==> config.mk <==
export PLATFORM = sky130hd
export DESIGN_NAME = bcd_scan_counter
export DESIGN_NICKNAME = d
export VERILOG_FILES = /design/src/rtl/bcd_scan_counter_pkg.sv /design/src/rtl/bcd_scan_counter_btn_conditioner.sv /design/src/rtl/bcd_scan_counter.sv
export SDC_FILE = /design/constraint.sdc
export NUM_CORES = 1
export LEC_CHECK = 0
export ABC_AREA = 1
export CAP_MARGIN = 20
export CORE_ASPECT_RATIO = 1.75
export CORE_UTILIZATION = 54
export CTS_CLUSTER_DIAMETER = 150
export CTS_CLUSTER_SIZE = 10
export DETAILED_ROUTE_END_ITERATION = 8
export PLACE_DENSITY = 0.81
export SLEW_MARGIN = 20
export SYNTH_ARGS = -nofsm -noshare
export SYNTH_HDL_FRONTEND = slang
export SYNTH_SLANG_ARGS = --single-unit
==> constraint.sdc <==
create_clock -name clk -period 1.7 [get_ports clk]
set_clock_uncertainty 0.1 [all_clocks]
set_input_delay 0.34 -clock clk [delete_from_list [all_inputs] [get_ports clk]]
set_output_delay 0.34 -clock clk [all_outputs]
set_load 0.02 [all_outputs]
==> src/rtl/bcd_scan_counter_pkg.sv <==
// Shared constants for the BCD scan counter: active-low 7-segment patterns
// (seg[0]=a .. seg[6]=g, seg[7]=dp held off) and the digit-count upper bound.
package bcd_scan_counter_pkg;

    localparam int MAX_DIGITS = 8;

    localparam logic [7:0] SEG_0     = 8'hC0;
    localparam logic [7:0] SEG_1     = 8'hF9;
    localparam logic [7:0] SEG_2     = 8'hA4;
    localparam logic [7:0] SEG_3     = 8'hB0;
    localparam logic [7:0] SEG_4     = 8'h99;
    localparam logic [7:0] SEG_5     = 8'h92;
    localparam logic [7:0] SEG_6     = 8'h82;
    localparam logic [7:0] SEG_7     = 8'hF8;
    localparam logic [7:0] SEG_8     = 8'h80;
    localparam logic [7:0] SEG_9     = 8'h90;
    localparam logic [7:0] SEG_BLANK = 8'hFF;

    function automatic logic [7:0] seg_decode(input logic [3:0] nib);
        logic [7:0] pat;
        case (nib)
            4'd0:    pat = SEG_0;
            4'd1:    pat = SEG_1;
            4'd2:    pat = SEG_2;
            4'd3:    pat = SEG_3;
            4'd4:    pat = SEG_4;
            4'd5:    pat = SEG_5;
            4'd6:    pat = SEG_6;
            4'd7:    pat = SEG_7;
            4'd8:    pat = SEG_8;
            4'd9:    pat = SEG_9;
            default: pat = SEG_BLANK;
        endcase
        return pat;
    endfunction

endpackage

==> src/rtl/bcd_scan_counter_btn_conditioner.sv <==
// Button conditioner: 2-flop synchronizer, counting debouncer and a
// registered rising-edge one-shot producing a single-cycle pulse.
module btn_conditioner #(
    parameter int DEB_CYC = 1000
) (
    input  logic clk,
    input  logic reset,
    input  logic i_btn,
    output logic o_pulse
);

    localparam int CNT_W = $clog2(DEB_CYC + 1);

    logic             r_sync1;
    logic             r_sync2;
    logic             r_deb;
    logic             r_deb_d;
    logic [CNT_W-1:0] r_cnt;
    logic             r_pulse;

    // Synchronize, debounce and edge-detect the raw button.
    always_ff @(posedge clk or negedge reset) begin
        if (!reset) begin
            r_sync1 <= 1'b0;
            r_sync2 <= 1'b0;
            r_deb   <= 1'b0;
            r_deb_d <= 1'b0;
            r_cnt   <= {CNT_W{1'b0}};
            r_pulse <= 1'b0;
        end else begin
            r_sync1 <= i_btn;
            r_sync2 <= r_sync1;
            r_deb_d <= r_deb;
            r_pulse <= r_deb & ~r_deb_d;
            // The output flips on the DEB_CYC-th consecutive disagreeing cycle.
            if (r_sync2 != r_deb) begin
                if (r_cnt == CNT_W'(DEB_CYC - 1)) begin
                    r_deb <= r_sync2;
                    r_cnt <= {CNT_W{1'b0}};
                end else begin
                    r_cnt <= r_cnt + CNT_W'(1);
                end
            end else begin
                r_cnt <= {CNT_W{1'b0}};
            end
        end
    end

    assign o_pulse = r_pulse;

endmodule

==> src/rtl/bcd_scan_counter.sv <==
// Up/down BCD counter with debounced buttons and a multiplexed 7-segment scan.
// Optional leading-zero blanking is enabled with macro LEADING_ZERO_BLANK_EN.
module bcd_scan_counter
    import bcd_scan_counter_pkg::*;
#(
    parameter int NUM_DIGITS = 4,
    parameter int CLKSPDMHZ  = 100,
    parameter int DELAYMS    = 5,
    parameter int SCAN_DIV   = 100000
) (
    input  logic                    clk,
    input  logic                    reset,
    input  logic                    sw_up,
    input  logic                    sw_dn,
    output logic [NUM_DIGITS-1:0]   an,
    output logic [7:0]              seg,
    output logic [4*NUM_DIGITS-1:0] count,
    output logic                    wrap
);

    localparam int DEB_CYC = CLKSPDMHZ * 1000 * DELAYMS;
    localparam int IDX_W   = (NUM_DIGITS > 1) ? $clog2(NUM_DIGITS) : 1;
    localparam int DIV_W   = $clog2(SCAN_DIV);

    logic                    w_up;
    logic                    w_dn;
    logic [4*NUM_DIGITS-1:0] r_count;
    logic [4*NUM_DIGITS-1:0] w_count_nxt;
    logic                    w_carry;
    logic                    r_wrap;
    logic [DIV_W-1:0]        r_div;
    logic [IDX_W-1:0]        r_idx;
    logic [NUM_DIGITS-1:0]   r_an;
    logic [7:0]              r_seg;
    logic [NUM_DIGITS-1:0]   w_blank;
    logic [3:0]              w_digit;

    btn_conditioner #(.DEB_CYC(DEB_CYC)) u_btn_up (
        .clk(clk), .reset(reset), .i_btn(sw_up), .o_pulse(w_up)
    );

    btn_conditioner #(.DEB_CYC(DEB_CYC)) u_btn_dn (
        .clk(clk), .reset(reset), .i_btn(sw_dn), .o_pulse(w_dn)
    );

    // Decimal increment/decrement with ripple carry; leftover carry means wrap.
    always_comb begin
        w_count_nxt = r_count;
        w_carry     = 1'b1;
        for (int i = 0; i < NUM_DIGITS; i++) begin
            if (w_carry) begin
                if (w_up) begin
                    if (r_count[4*i +: 4] == 4'd9) begin
                        w_count_nxt[4*i +: 4] = 4'd0;
                    end else begin
                        w_count_nxt[4*i +: 4] = r_count[4*i +: 4] + 4'd1;
                        w_carry = 1'b0;
                    end
                end else begin
                    if (r_count[4*i +: 4] == 4'd0) begin
                        w_count_nxt[4*i +: 4] = 4'd9;
                    end else begin
                        w_count_nxt[4*i +: 4] = r_count[4*i +: 4] - 4'd1;
                        w_carry = 1'b0;
                    end
                end
            end else begin
                w_count_nxt[4*i +: 4] = r_count[4*i +: 4];
            end
        end
    end

    // Count register; coincident up and down pulses cancel.
    always_ff @(posedge clk or negedge reset) begin
        if (!reset) begin
            r_count <= {(4*NUM_DIGITS){1'b0}};
            r_wrap  <= 1'b0;
        end else begin
            r_wrap <= 1'b0;
            if (w_up ^ w_dn) begin
                r_count <= w_count_nxt;
                r_wrap  <= w_carry;
            end
        end
    end

    // Scan divider and digit index; independent of button activity.
    always_ff @(posedge clk or negedge reset) begin
        if (!reset) begin
            r_div <= {DIV_W{1'b0}};
            r_idx <= {IDX_W{1'b0}};
        end else if (r_div == DIV_W'(SCAN_DIV - 1)) begin
            r_div <= {DIV_W{1'b0}};
            if (r_idx == IDX_W'(NUM_DIGITS - 1)) begin
                r_idx <= {IDX_W{1'b0}};
            end else begin
                r_idx <= r_idx + IDX_W'(1);
            end
        end else begin
            r_div <= r_div + DIV_W'(1);
        end
    end

`ifdef LEADING_ZERO_BLANK_EN
    logic w_higher_zero;

    // A zero digit is blanked when every digit above it is zero too.
    always_comb begin
        w_blank       = {NUM_DIGITS{1'b0}};
        w_higher_zero = 1'b1;
        for (int i = NUM_DIGITS - 1; i >= 0; i--) begin
            if (r_count[4*i +: 4] == 4'd0) begin
                if (i != 0) begin
                    w_blank[i] = w_higher_zero;
                end else begin
                    w_blank[i] = 1'b0;
                end
            end else begin
                w_higher_zero = 1'b0;
            end
        end
    end
`else
    assign w_blank = {NUM_DIGITS{1'b0}};
`endif

    assign w_digit = r_count[{r_idx, 2'b00} +: 4];

    // Registered anode and segment drive for the selected digit.
    always_ff @(posedge clk or negedge reset) begin
        if (!reset) begin
            r_an  <= {NUM_DIGITS{1'b1}};
            r_seg <= SEG_BLANK;
        end else begin
            r_an  <= ~(NUM_DIGITS'(1'b1) << r_idx);
            r_seg <= w_blank[r_idx] ? SEG_BLANK : seg_decode(w_digit);
        end
    end

    assign an    = r_an;
    assign seg   = r_seg;
    assign count = r_count;
    assign wrap  = r_wrap;

endmodule
After elaboration in Yosys (flattened, before gate mapping)
Memories as Yosys holds them, arrays and structs flattened. A register that Yosys moved wholly into a read port is not among the register bits.
Index checks and enable logic that the tools add are counted.
{"block": "word_totals", "out_inout_bits": 29, "elab_cells": 100, "rom_bits": 112, "input_bits": 4, "register_bits": 96, "n_memories": 1}
{"block": "op_classes", "eq_ne": 10, "n_mux": 37, "magnitude_cmp": 1, "n_reduce_logical": 10, "bitwise_logic": 6, "addsub": 12, "shifts": 2}
{"memory": "(no name shown)", "words": 16, "word_bits": 7, "rd": 1, "rd_clocked_by_memory_dff": 1, "write_ports": 0, "line_no": "bcd_scan_counter_pkg.sv:21", "source": "case (nib)"}
{"cell": "2-to-1 mux 19 bit", "n": 4}
{"cell": "2-to-1 mux 4 bit", "n": 12}
{"cell": "adder 19 x 1 -> 19 bit, second input constant", "n": 2}
{"cell": "equality test 19 bit, second input constant", "n": 2}
{"cell": "adder 17 x 1 -> 17 bit, second input constant", "n": 1}
{"cell": "equality test 17 bit, second input constant", "n": 1}
{"cell": "2-to-1 mux 1 bit", "n": 17}
{"cell": "2-to-1 mux 17 bit", "n": 1}
{"cell": "adder 4 x 1 -> 4 bit, second input constant", "n": 4}
{"cell": "equality test 4 bit, second input constant", "n": 4}
{"cell": "zero test 4 bit", "n": 4}
{"cell": "variable part select 16 x 5 -> 4 bit", "n": 1}
{"cell": "subtractor 4 x 1 -> 4 bit, second input constant", "n": 4}
{"cell": "AND reduction 2 bit", "n": 5}
{"cell": "2-to-1 mux 8 bit", "n": 1}
{"cell": "inverter 4 bit", "n": 1}
{"cell": "left shift 1 x 2 -> 4 bit, first input constant", "n": 1}
{"cell": "< comparator 2 x 3 -> 1 bit, second input constant", "n": 1}
{"cell": "adder 2 x 1 -> 2 bit, second input constant", "n": 1}
{"cell": "bitwise AND 1 bit", "n": 2}
{"cell": "binary-select mux 1 bit (select 2 bit)", "n": 1}
{"cell": "equality test 2 bit, second input constant", "n": 1}
{"cell": "2-to-1 mux 2 bit", "n": 1}
{"cell": "!= test 1 bit", "n": 2}
{"cell": "3 further kinds", "n": 4}

Longest topological paths before layout
{"block": "depth", "ltp_word": 7, "mapped_depth": 10, "depth_no_buf": 10}

Cells and area by module
Synthesis repeated with hierarchy kept, for this count alone.
{"block": "hier_totals", "hier_cells": 707, "area_unflattened_um2": 5469.0}
{"module": "bcd_scan_counter", "area_each_um2": 2971.6, "cells_each": 405, "seq_area_each_um2": 1189.9, "n_inst": 1}
{"module": "btn_conditioner", "area_each_um2": 1248.7, "cells_each": 151, "seq_area_each_um2": 600.6, "n_inst": 2}

Worst setup path after synthesis
Ideal clock, no wire load.
{"block": "synth_timing", "path_kind": "register to register", "from": "register r_idx[0]", "to": "register r_seg[0] (netlist: seg[0])", "slack_ns": 0.091, "stages_incl_launch_ff": 11, "required_time_ns": 1.519, "setup_time_ns": 0.081, "path_buffers": 1, "t_arrival_ns": 1.428, "synth_period_minus_slack_ns": 1.609, "cell_sequence": "dfrtp_1 -> buf_4 -> a21oi_1 -> o21ai_0 -> nand2_1 -> inv_1 -> ha_1 -> inv_1 -> nand2_1 -> nand2_1 -> o21ai_1"}
{"block": "synth_between", "elab_chain_len": 1}
{"element": "from (decl)", "line_no": "bcd_scan_counter.sv:32", "source": "logic [IDX_W-1:0] r_idx;"}
{"element": "from (signal assigned)", "line_no": "bcd_scan_counter.sv:91", "source": "r_idx <= {IDX_W{1'b0}};"}
{"element": "from (signal assigned)", "line_no": "bcd_scan_counter.sv:95", "source": "r_idx <= {IDX_W{1'b0}};"}
{"element": "from (signal assigned)", "line_no": "bcd_scan_counter.sv:97", "source": "r_idx <= r_idx + IDX_W'(1);"}
{"element": "variable part select 16 x 5 -> 4 bit", "line_no": "bcd_scan_counter.sv:127", "source": "assign w_digit = r_count[{r_idx, 2'b00} +: 4];"}
{"element": "to (decl)", "line_no": "bcd_scan_counter.sv:34", "source": "logic [7:0] r_seg;"}
Every way passes these cells.
A chain may end at the register's enable or synchronous reset.

Worst setup path in the final report
{"block": "layout_timing", "from": "register r_seg[3] (netlist: seg[3])", "to": "output seg[3]"}
{"element": "to (decl)", "line_no": "bcd_scan_counter.sv:16", "source": "output logic [7:0] seg,"}
No word-level cell between the ends.

==> results.json <==
{
  "synthAdderAreaFrac": 0.02661,
  "cp_top_family": "flip-flops",
  "std_cell_rows": 49,
  "r2r_end": "r_div[16]",
  "avgSynthCellArea_sq_um": 7.270,
  "cp.depth": 1,
  "coreArea_sq_um": 10240,
  "r2r-start": "r_div[0]",
  "path_max_fanout": 1,
  "ys_ff_latch": 95,
  "worst-path-buf-inv": 1,
  "grt_pass1_vias": 5182,
  "synth_top_family_by_area": "simple AND/OR/NAND/NOR gates",
  "final_max_slew_viol_count": 0,
  "finalHoldViolCount": 0,
  "wl_per_cell_microns": 13.79,
  "cp_data_required_time_ns": 1.26,
  "power_density_nw_per_um2": 700.5,
  "cts_buffer_depth": 2,
  "fin_crit_ns": 1.654,
  "r2r_cells": 10,
  "final_cells": 963,
  "rsz0062_at_grt": "true",
  "drive_gt1_frac": 0.1459,
  "final_util": 0.6438,
  "final_common_cell": "nand2_1",
  "root_buffer": "clkbuf_16",
  "crit_type": "reg2out",
  "die_h_microns": 137.2,
  "nets": 847,
  "setup_viol": 0,
  "critPathSlowestCell": "dfstp_2",
  "cp-startpoint": "seg[3]",
  "track_usage": 0.2644,
  "min_path_type": "reg2reg",
  "synth_xor_area_frac": 0.03415,
  "overflow": 0,
  "power.leakage_nw": 3.166,
  "clk_pin_slew_worst_paths_ns": 0.06,
  "dpl_cell_area_sq_um": 6197,
  "grt_pass1_wl_mm": 22.36,
  "cap_violations": 0,
  "endpoint_kind": "output pin",
  "fmax_mhz": 604.7,
  "rrSetupSlack_ns": 0.06,
  "crit_chain": "dlygate4sd2_1",
  "synthCells": 776,
  "layout_common_cells": "nand2_1, nor2_1, inv_1",
  "yosys_warnings": 0,
  "status": "finished clean",
  "die-area_sq_um": 10880,
  "critPathArrivalTime_ns": 1.21,
  "synth-compound-area-share": 0.06254,
  "drt-initial-drc-count": 385,
  "die_x_microns": 79.27,
  "drcViolationCount": 0,
  "cts_inserted_buffers": 9,
  "vdd_drop_max_mv": 0.6065,
  "syn_area_sq_um": 5642,
  "antenna_found_initial": 0,
  "synthSimpleGateAreaFrac": 0.3637,
  "cp-start-kind": "register",
  "routed_wirelength_mm": 13.28,
  "cts_tree": "done",
  "place_hpwl_mm": 9.980,
  "design_area_sq_um": 6591,
  "crit_path_end": "seg[3]",
  "port_buffers": 31,
  "cts_num_sinks": 95,
  "ys_seq_area_frac": 0.4238,
  "vias": 5220,
  "syn-num-nets": 792,
  "post-route-period-util": 0.9728,
  "dp.cells": 942,
  "ant_nets": 0,
  "async_flop_share": 1.000,
  "synth_edf_count": 0,
  "n_antenna_cell": 0,
  "ios": 33,
  "yosysUniqueCellTypes": 39,
  "synth_mux_area_frac": 0,
  "grt_max_degree": 70,
  "synth_ff_type": "dfrtp_1",
  "cpPeakStageDelay_ns": 0.52,
  "gp_congestion": 1.028,
  "syn2layout_area_growth_pct": 16.83,
  "firstDrtPassIters": 5,
  "htree_levels": 3,
  "insertion_delay_ns": 0.35,
  "viasPerCell": 5.421,
  "start_util": 0.5510
}
[metal layers]
metal  track usage  up-vias  wire length, microns
met2        0.5053      148                  7410
li1              -     2541                     -
met3       0.03907       47                   401
met1        0.2680     2484                  4898
met4        0.1455        0                   567
met5             0        -                     0
[registers in the layout, indices dropped and copies added (netlist names), 2 cells and up]
name and cells:
count 16, an 4, u_btn_dn.r_cnt 19, r_idx 2, r_div 17, seg 7, u_btn_up.r_cnt 19
[final cells by class]
type,count,area [sq um]
Fill cell,881,3647
Timing Repair Buffer,57,483.0
Clock inverter,5,81.33
Sequential cell,95,2396
Multi-Input combinational cell,558,2811
Tap cell,127,158.9
Clock buffer,11,242.7
Inverter,110,417.9
[what timing repair did]
item / in CTS / in global routing
setup endpoints to repair: 28 / 27
gates resized for setup: 28 / 21
hold buffers: 1 / 0
buffers inserted: 0 / 4
hold endpoints to repair: 84 / 0
pin swaps: 0 / 5
gates cloned: 0 / 0
[logic make-up after synthesis]
logic type               after synthesis
AND/OR/NAND/NOR                      458
buffers and inverters                123
flip-flops                            95
AO/OA/AOI/OAI                         65
XOR/XNOR                              22
adder cells (fa/ha/maj)               12
other                                  1
[worst min-delay path by stage]
stage / from / end / slack [ns] / cells after the start
floorplan: reset / count[0] / -0.06 / 0
global placement: u_btn_up.r_sync1 / u_btn_up.r_sync2 / 0.24 / 0
detailed placement: u_btn_up.r_sync1 / u_btn_up.r_sync2 / 0.23 / 0
CTS: u_btn_up.r_sync1 / u_btn_up.r_sync2 / 0.25 / 0
global route: u_btn_up.r_sync1 / u_btn_up.r_sync2 / 0.25 / 0
finish: u_btn_up.r_sync1 / u_btn_up.r_sync2 / 0.25 / 0
[power breakdown]
group	switching, W	leakage (nW)	internal [W]
combinational	0.0000817	1.76	0.0000364
sequential	0.0000117	1.25	0.00228
clock	0.000880	0.156	0.00133
[synth_stat cells, types with 2 or more instances]
cell,number,share of area
buf_4,5,0.0067
ha_1,12,0.027
nand2_4,2,0.0040
dfstp_2,11,0.051
o211ai_1,2,0.0027
nand2_1,175,0.12
nor3_1,14,0.012
dfrtp_1,84,0.37
nand3_1,62,0.055
clkbuf_1,2,0.0013
nor2_2,12,0.013
a21oi_1,17,0.015
xnor2_1,4,0.0062
nor3_2,2,0.0035
inv_2,13,0.0086
nand3b_1,2,0.0027
a31oi_1,4,0.0044
nor2_4,9,0.018
o21ai_0,21,0.019
nand2_2,8,0.0089
nand4_1,11,0.012
nand3_2,4,0.0071
inv_1,95,0.063
nor2_1,150,0.10
buf_2,5,0.0044
nor3b_1,3,0.0040
xor2_1,18,0.028
inv_4,2,0.0022
o21ai_1,17,0.015
[per-stage QoR]
| step | hold WS, ns | total power (W) | setup WS (ns) | setup TNS, ns |
|---|---|---|---|---|
| finish | 0.2474 | 0.004617 | 0.04618 | 0 |
| global route | 0.2530 | 0.004754 | -0.02536 | -0.1151 |
| CTS | 0.2493 | 0.004654 | 0.008203 | 0 |
| detailed placement | 0.2347 | 0.002447 | 0.01885 | 0 |
| global placement | 0.2357 | 0.002441 | 0.09101 | 0 |
| floorplan | -0.05559 | 0.002371 | 0.09060 | 0 |
No activity file was read; power rests on OpenSTA's default activity.
